`config.mk`:
```
export PLATFORM = sky130hd
export DESIGN_NAME = wash_cycle_ctrl
export DESIGN_NICKNAME = d
export VERILOG_FILES = /design/src/rtl/wm_pkg.sv /design/src/rtl/wash_cycle_ctrl.sv
export SDC_FILE = /design/constraint.sdc
export NUM_CORES = 1
export LEC_CHECK = 0
export CORE_ASPECT_RATIO = 0.7
export CORE_UTILIZATION = 39
export DETAILED_ROUTE_END_ITERATION = 6
export PLACE_DENSITY = 0.73
export SLEW_MARGIN = 20
export SYNTH_ARGS = -nofsm -noshare
export SYNTH_HDL_FRONTEND = slang
export SYNTH_SLANG_ARGS = --single-unit
```
`constraint.sdc`:
```
create_clock -name clk -period 1.2 [get_ports clk]
set_input_delay 0.12 -clock clk [delete_from_list [all_inputs] [get_ports clk]]
set_output_delay 0.12 -clock clk [all_outputs]
set_load 0.02 [all_outputs]
```
`src/rtl/wm_pkg.sv`:
```
// Washing-machine sequencer shared types: phase codes, default durations, widths.
`timescale 1ns/1ps
package wm_pkg;

  localparam int unsigned PERIOD_W = 4;
  localparam int unsigned PHASE_W  = 3;

  typedef enum logic [PHASE_W-1:0] {
    PH_IDLE  = 3'd0,
    PH_FILL  = 3'd1,
    PH_WASH  = 3'd2,
    PH_RINSE = 3'd3,
    PH_SPIN  = 3'd4,
    PH_DONE  = 3'd5,
    PH_PAUSE = 3'd6
  } phase_t;

  localparam logic [PERIOD_W-1:0] CLK_FREQ_DEF = 4'd5;
  localparam logic [PERIOD_W-1:0] FILL_T_DEF   = 4'd2;
  localparam logic [PERIOD_W-1:0] WASH_T_DEF   = 4'd5;
  localparam logic [PERIOD_W-1:0] RINSE_T_DEF  = 4'd3;
  localparam logic [PERIOD_W-1:0] SPIN_T_DEF   = 4'd4;

  // Phases that load and run the external timer.
  function automatic logic is_timed(input phase_t p);
    return (p == PH_FILL) || (p == PH_WASH) || (p == PH_RINSE) || (p == PH_SPIN);
  endfunction

  // Program order; SPIN finishes into DONE.
  function automatic phase_t next_phase(input phase_t p);
    case (p)
      PH_FILL:  return PH_WASH;
      PH_WASH:  return PH_RINSE;
      PH_RINSE: return PH_SPIN;
      PH_SPIN:  return PH_DONE;
      default:  return PH_IDLE;
    endcase
  endfunction

endpackage

```
`src/rtl/wash_cycle_ctrl.sv`:
```
// Washing-machine program sequencer IDLE->FILL->WASH->RINSE->SPIN->DONE.
// Drives a sibling phase timer (clear / enable / period / clk_freq) and consumes
// its done flag; drives valve, motor and pump. All outputs registered (Moore).
// Ports: clk, reset (async active-low), start, cancel, lid_closed, tmr_done in;
//   tmr_clear, tmr_enable, tmr_clk_freq[3:0], tmr_period[3:0], phase[2:0],
//   water_valve, motor_on, motor_fast, drain_pump, busy, cycle_done out.
// Option: WM_LID_PAUSE_EN adds a PAUSE phase (code 6) entered when the lid opens
//   during a RUN sub-step; the timer holds and the same phase resumes on close.
`timescale 1ns/1ps
module wash_cycle_ctrl
  import wm_pkg::*;
#(
  parameter logic [PERIOD_W-1:0] CLK_FREQ = CLK_FREQ_DEF,
  parameter logic [PERIOD_W-1:0] FILL_T   = FILL_T_DEF,
  parameter logic [PERIOD_W-1:0] WASH_T   = WASH_T_DEF,
  parameter logic [PERIOD_W-1:0] RINSE_T  = RINSE_T_DEF,
  parameter logic [PERIOD_W-1:0] SPIN_T   = SPIN_T_DEF
) (
  input  logic                clk,
  input  logic                reset,
  input  logic                start,
  input  logic                cancel,
  input  logic                lid_closed,
  input  logic                tmr_done,
  output logic                tmr_clear,
  output logic                tmr_enable,
  output logic [PERIOD_W-1:0] tmr_clk_freq,
  output logic [PERIOD_W-1:0] tmr_period,
  output logic [PHASE_W-1:0]  phase,
  output logic                water_valve,
  output logic                motor_on,
  output logic                motor_fast,
  output logic                drain_pump,
  output logic                busy,
  output logic                cycle_done
);

  // Zero durations would never complete; reject at elaboration.
  if (CLK_FREQ == '0) begin : g_bad_freq
    $error("wash_cycle_ctrl: CLK_FREQ must be nonzero");
  end
  if (FILL_T == '0 || WASH_T == '0 || RINSE_T == '0 || SPIN_T == '0) begin : g_bad_dur
    $error("wash_cycle_ctrl: phase durations must be nonzero");
  end

  function automatic logic [PERIOD_W-1:0] period_of(input phase_t p);
    case (p)
      PH_FILL:  return FILL_T;
      PH_WASH:  return WASH_T;
      PH_RINSE: return RINSE_T;
      PH_SPIN:  return SPIN_T;
      default:  return '0;
    endcase
  endfunction

  phase_t phase_q, phase_d;
  logic   run_q, run_d;       // 0 = LOAD sub-step, 1 = RUN sub-step
  logic   armed_q, armed_d;   // start must be seen low in IDLE before it triggers
  logic   abort;
  phase_t saved_d;
`ifdef WM_LID_PAUSE_EN
  phase_t saved_q;            // phase to resume after PAUSE
`endif

  logic                tmr_clear_q, tmr_clear_d;
  logic                tmr_enable_q, tmr_enable_d;
  logic [PERIOD_W-1:0] tmr_period_q, tmr_period_d;
  logic                water_valve_q, water_valve_d;
  logic                motor_on_q, motor_on_d;
  logic                motor_fast_q, motor_fast_d;
  logic                drain_pump_q, drain_pump_d;
  logic                busy_q, busy_d;
  logic                cycle_done_q, cycle_done_d;

  // State and output registers.
  always_ff @(posedge clk or negedge reset) begin
    if (!reset) begin
      phase_q       <= PH_IDLE;
      run_q         <= 1'b0;
      armed_q       <= 1'b1;
`ifdef WM_LID_PAUSE_EN
      saved_q       <= PH_IDLE;
`endif
      tmr_clear_q   <= 1'b0;
      tmr_enable_q  <= 1'b0;
      tmr_period_q  <= '0;
      water_valve_q <= 1'b0;
      motor_on_q    <= 1'b0;
      motor_fast_q  <= 1'b0;
      drain_pump_q  <= 1'b0;
      busy_q        <= 1'b0;
      cycle_done_q  <= 1'b0;
    end else begin
      phase_q       <= phase_d;
      run_q         <= run_d;
      armed_q       <= armed_d;
`ifdef WM_LID_PAUSE_EN
      saved_q       <= saved_d;
`endif
      tmr_clear_q   <= tmr_clear_d;
      tmr_enable_q  <= tmr_enable_d;
      tmr_period_q  <= tmr_period_d;
      water_valve_q <= water_valve_d;
      motor_on_q    <= motor_on_d;
      motor_fast_q  <= motor_fast_d;
      drain_pump_q  <= drain_pump_d;
      busy_q        <= busy_d;
      cycle_done_q  <= cycle_done_d;
    end
  end

  // Next-state: cancel outranks timer done and lid events.
  always_comb begin
    phase_d = phase_q;
    run_d   = run_q;
    armed_d = armed_q;
`ifdef WM_LID_PAUSE_EN
    saved_d = saved_q;
`else
    saved_d = PH_IDLE;
`endif
    abort   = (phase_q != PH_IDLE) && cancel;
    if (abort) begin
      phase_d = PH_IDLE;
      run_d   = 1'b0;
    end else begin
      case (phase_q)
        PH_IDLE: begin
          if (!start) armed_d = 1'b1;
          if (start && lid_closed && armed_q) begin
            phase_d = PH_FILL;
            run_d   = 1'b0;
            armed_d = 1'b0;
          end
        end
        PH_FILL, PH_WASH, PH_RINSE, PH_SPIN: begin
          if (!run_q) begin
            run_d = 1'b1;
          end
`ifdef WM_LID_PAUSE_EN
          else if (!lid_closed) begin
            saved_d = phase_q;
            phase_d = PH_PAUSE;
          end
`endif
          else if (tmr_done) begin
            phase_d = next_phase(phase_q);
            run_d   = 1'b0;
          end
        end
        PH_DONE: phase_d = PH_IDLE;
`ifdef WM_LID_PAUSE_EN
        PH_PAUSE: begin
          if (lid_closed) begin
            phase_d = saved_q;
            run_d   = 1'b1;
          end
        end
`endif
        default: begin
          phase_d = PH_IDLE;
          run_d   = 1'b0;
        end
      endcase
    end
  end

  // Output decode from the upcoming state so actuators switch with the phase.
  always_comb begin
    tmr_clear_d   = 1'b0;
    tmr_enable_d  = 1'b0;
    tmr_period_d  = '0;
    water_valve_d = 1'b0;
    motor_on_d    = 1'b0;
    motor_fast_d  = 1'b0;
    drain_pump_d  = 1'b0;
    busy_d        = (phase_d != PH_IDLE) && (phase_d != PH_DONE);
    cycle_done_d  = (phase_d == PH_DONE);
    if (is_timed(phase_d)) begin
      tmr_period_d = period_of(phase_d);
      tmr_clear_d  = !run_d;
      tmr_enable_d = run_d;
    end
    if (abort) tmr_clear_d = 1'b1;
    case (phase_d)
      PH_FILL:  water_valve_d = 1'b1;
      PH_WASH:  motor_on_d    = 1'b1;
      PH_RINSE: begin
        water_valve_d = 1'b1;
        motor_on_d    = 1'b1;
      end
      PH_SPIN: begin
        motor_on_d   = 1'b1;
        motor_fast_d = 1'b1;
        drain_pump_d = 1'b1;
      end
      PH_PAUSE: tmr_period_d = period_of(saved_d);
      default: ;
    endcase
  end

  assign tmr_clk_freq = CLK_FREQ;
  assign tmr_clear    = tmr_clear_q;
  assign tmr_enable   = tmr_enable_q;
  assign tmr_period   = tmr_period_q;
  assign phase        = phase_q;
  assign water_valve  = water_valve_q;
  assign motor_on     = motor_on_q;
  assign motor_fast   = motor_fast_q;
  assign drain_pump   = drain_pump_q;
  assign busy         = busy_q;
  assign cycle_done   = cycle_done_q;

endmodule

```
==> out/results.txt <==
Worst hold-check path type - in2async
RSZ-0062 raised after global routing - yes
Total power - 1.75 mW
Hold Buf Count CTS - 0
Data arrival time of the worst path - 1.55 ns
Slowest-stage cell, CP - dfrtp_2
Pre-antenna DRT Iters - 4
CTS tree - yes
Synth-to-Final Area Change - 58.8%
Failing checks - setup timing
Worst VDD drop - 0.914 mV
Syn Area/Cell - 9.78 µm²
Worst-case clock buffer depth - 2
Buf/Inv on CP - 1
Initial antenna violation count - 0
First DRT Iteration DRCs - 5
Area occupied by multi-input gates - 383 µm²
CTS H-tree depth - 1
Min cycle time layout - 1.35 ns
Synth Flop Type - dfrtp_1
DIE AREA - 0.00211 mm²
Fin nets - 123
Drt wl/cell - 13.9 µm
Reg clk slew, reported paths - 0.09 ns
CTS Root Cell - clkbuf_4
FILL cells - 123
Antenna Nets Post-Route - 0
Drt via density - 4.97
DPL Wire Length - 1130 µm
Clk_lat worst skew - 0.30 ns
CTS Sinks - 15
Final critical-path share of the clock period - 113%
WP data required - 1.40 ns
Synth Register Bits - 15
Critical path capture point type - flip-flop
Post-synth EDFFs - 0
Post-synth ARST share - 100%
Startpoint types - flip-flop
Status - finished, violations left
Layout cell share with drive strength beyond 1 - 44.0%
Vias in the first global route - 585
TritonCTS Buffers - 3
Slew Limit Fails - 0
Final global-route overflow total - 0
Synth Instances - 77
DR vias - 681
Max cap viols - 0
Fmax - 0.740 GHz
Final hold violations - 0
YS warnings - 0
Setup TNS - -0.752 ns
Count of input and output buffers - 19
Routed wire length - 1910 µm
I/O pin count - 25
Post-synthesis cell area - 753 µm²
Global-route usage over all layers - 19.9%
Largest net degree at the start of global routing - 16
Routability Congestion - 0.788
Pwr/cell area - 1460 mW/mm²
Worst path max stage delay - 0.45 ns
Endpoints failing setup - 10
Placement Rows - 12
Initial core utilization - 44.4%
Die height - 38.8 µm
Clock Skew - 0.00510 ns
Setup WS post-layout - -0.151 ns
Die X - 54.5 µm
Register area - 380 µm²
Sequential area share after synthesis - 50.0%
ANT cells - 0
First-pass GRT wire length - 2730 µm
Top Family by Delay on Critical Path - flip-flops
Crit path kind - reg2reg
Core area - 0.00170 mm²
Netlist cell types - 31
Max FO, Critical Path - 6
Residual DRC - 0
CP Cell Sequence - buf_6, nor2_4, and4bb_1, a211o_1, and2_1
P_leak - 0.603 nW
per-stage QoR:
stage	instances	setup slack [ns]	instance area (µm²)	util, %	hold slack [ns]
5_1_grt	137	-0.194	1200	70.5	0.147
3_3_place_gp	122	-0.273	1010	59.7	0.453
2_1_floorplan	80	-0.112	787	-	-0.176
6_report	137	-0.151	1200	70.5	0.120
3_5_place_dp	122	-0.317	1010	59.7	0.454
4_1_cts	133	-0.0972	1110	65.7	0.129
worst reg2reg max path, cell delays in order, from the launching register on:
cell and delay, ns:
dfrtp_2 0.45, buf_6 0.14, nor2_4 0.05, and4bb_1 0.20
a211o_1 0.26, and2_1 0.15
cells by family after synthesis:
family                 share of synthesized area, %
AND/OR/NAND/NOR                                21.3
AO/OA/AOI/OAI                                  14.8
flip-flops                                     50.0
buffers and inverters                          11.8
other                                         0.997
XOR/XNOR                                       1.16
timing repair:
action / 4_1_cts / 5_1_grt
pin swaps: 4 / 1
gates resized for setup: 32 / 13
endpoints found under the setup margin: 26 / 15
cloned: 0 / 0
buffers inserted: 7 / 4
where the power goes:
part	switching (mW)	internal [mW]
Combinational	0.396	0.394
Sequential	0.0539	0.605
Clock	0.176	0.124
final timing paths:
path                          start            end  slack, ns  cells past startpoint
setup reg to reg           phase[0]  tmr_period[1]      -0.15                      5
hold / removal                reset  tmr_period[1]       0.12                      2
min in group clk              start        armed_q       0.38                      2
hold reg to reg             armed_q        armed_q       0.48                      2
setup / recovery           phase[0]  tmr_period[1]      -0.15                      5
max in group asynchronous     reset        armed_q       0.83                      2
layout make-up:
type                       instances  area share (%)
clock buffer                       3            1.88
clock inverter                     1           0.418
inverter                           1           0.314
multi-input combinational         52            32.0
sequential                        15            31.8
tap                               21            2.20
timing repair buffer              44            31.4
layout by cell type (no fill, tap or decap), types with 2 or more instances in the layout:
master / Yosys / layout
o22ai_1: 2 / 2
conb_1: 2 / 5
buf_6: 1 / 5
clkbuf_4: 0 / 3
o21a_1: 2 / 2
a21oi_1: 7 / 4
nand3_1: 3 / 2
clkdlybuf4s50_1: 0 / 5
nor3_2: 0 / 2
nor2b_1: 2 / 2
dfrtp_1: 14 / 11
a21oi_2: 1 / 4
nor2_1: 5 / 3
buf_4: 8 / 21
nand2_1: 4 / 4
nor3_1: 5 / 2
dfrtp_2: 0 / 3
and3_4: 0 / 2
dlygate4sd2_1: 0 / 11
and2_1: 2 / 2
synthesized netlist by cell type (2+ instances only):
library cell / instances / area share, %
dfrtp_1: 14 / 47
o21a_1: 2 / 2.0
nor2b_1: 2 / 1.7
buf_2: 2 / 1.3
and2_1: 2 / 1.7
nor2_1: 5 / 2.5
nand2_1: 4 / 2.0
nand3_1: 3 / 2.0
a21oi_1: 7 / 4.7
nor3_1: 5 / 3.3
o22ai_1: 2 / 1.7
and3_1: 2 / 1.7
conb_1: 2 / 1.0
buf_4: 8 / 8.0
layer usage:
layer / part of all wire [%] / global-route usage (%)
met2: 50 / 32.6
met1: 45 / 24.3
met5: 0 / 0
met4: 0.73 / 4.49
met3: 4.4 / 8.24
Power figures use the tool's default switching activity.
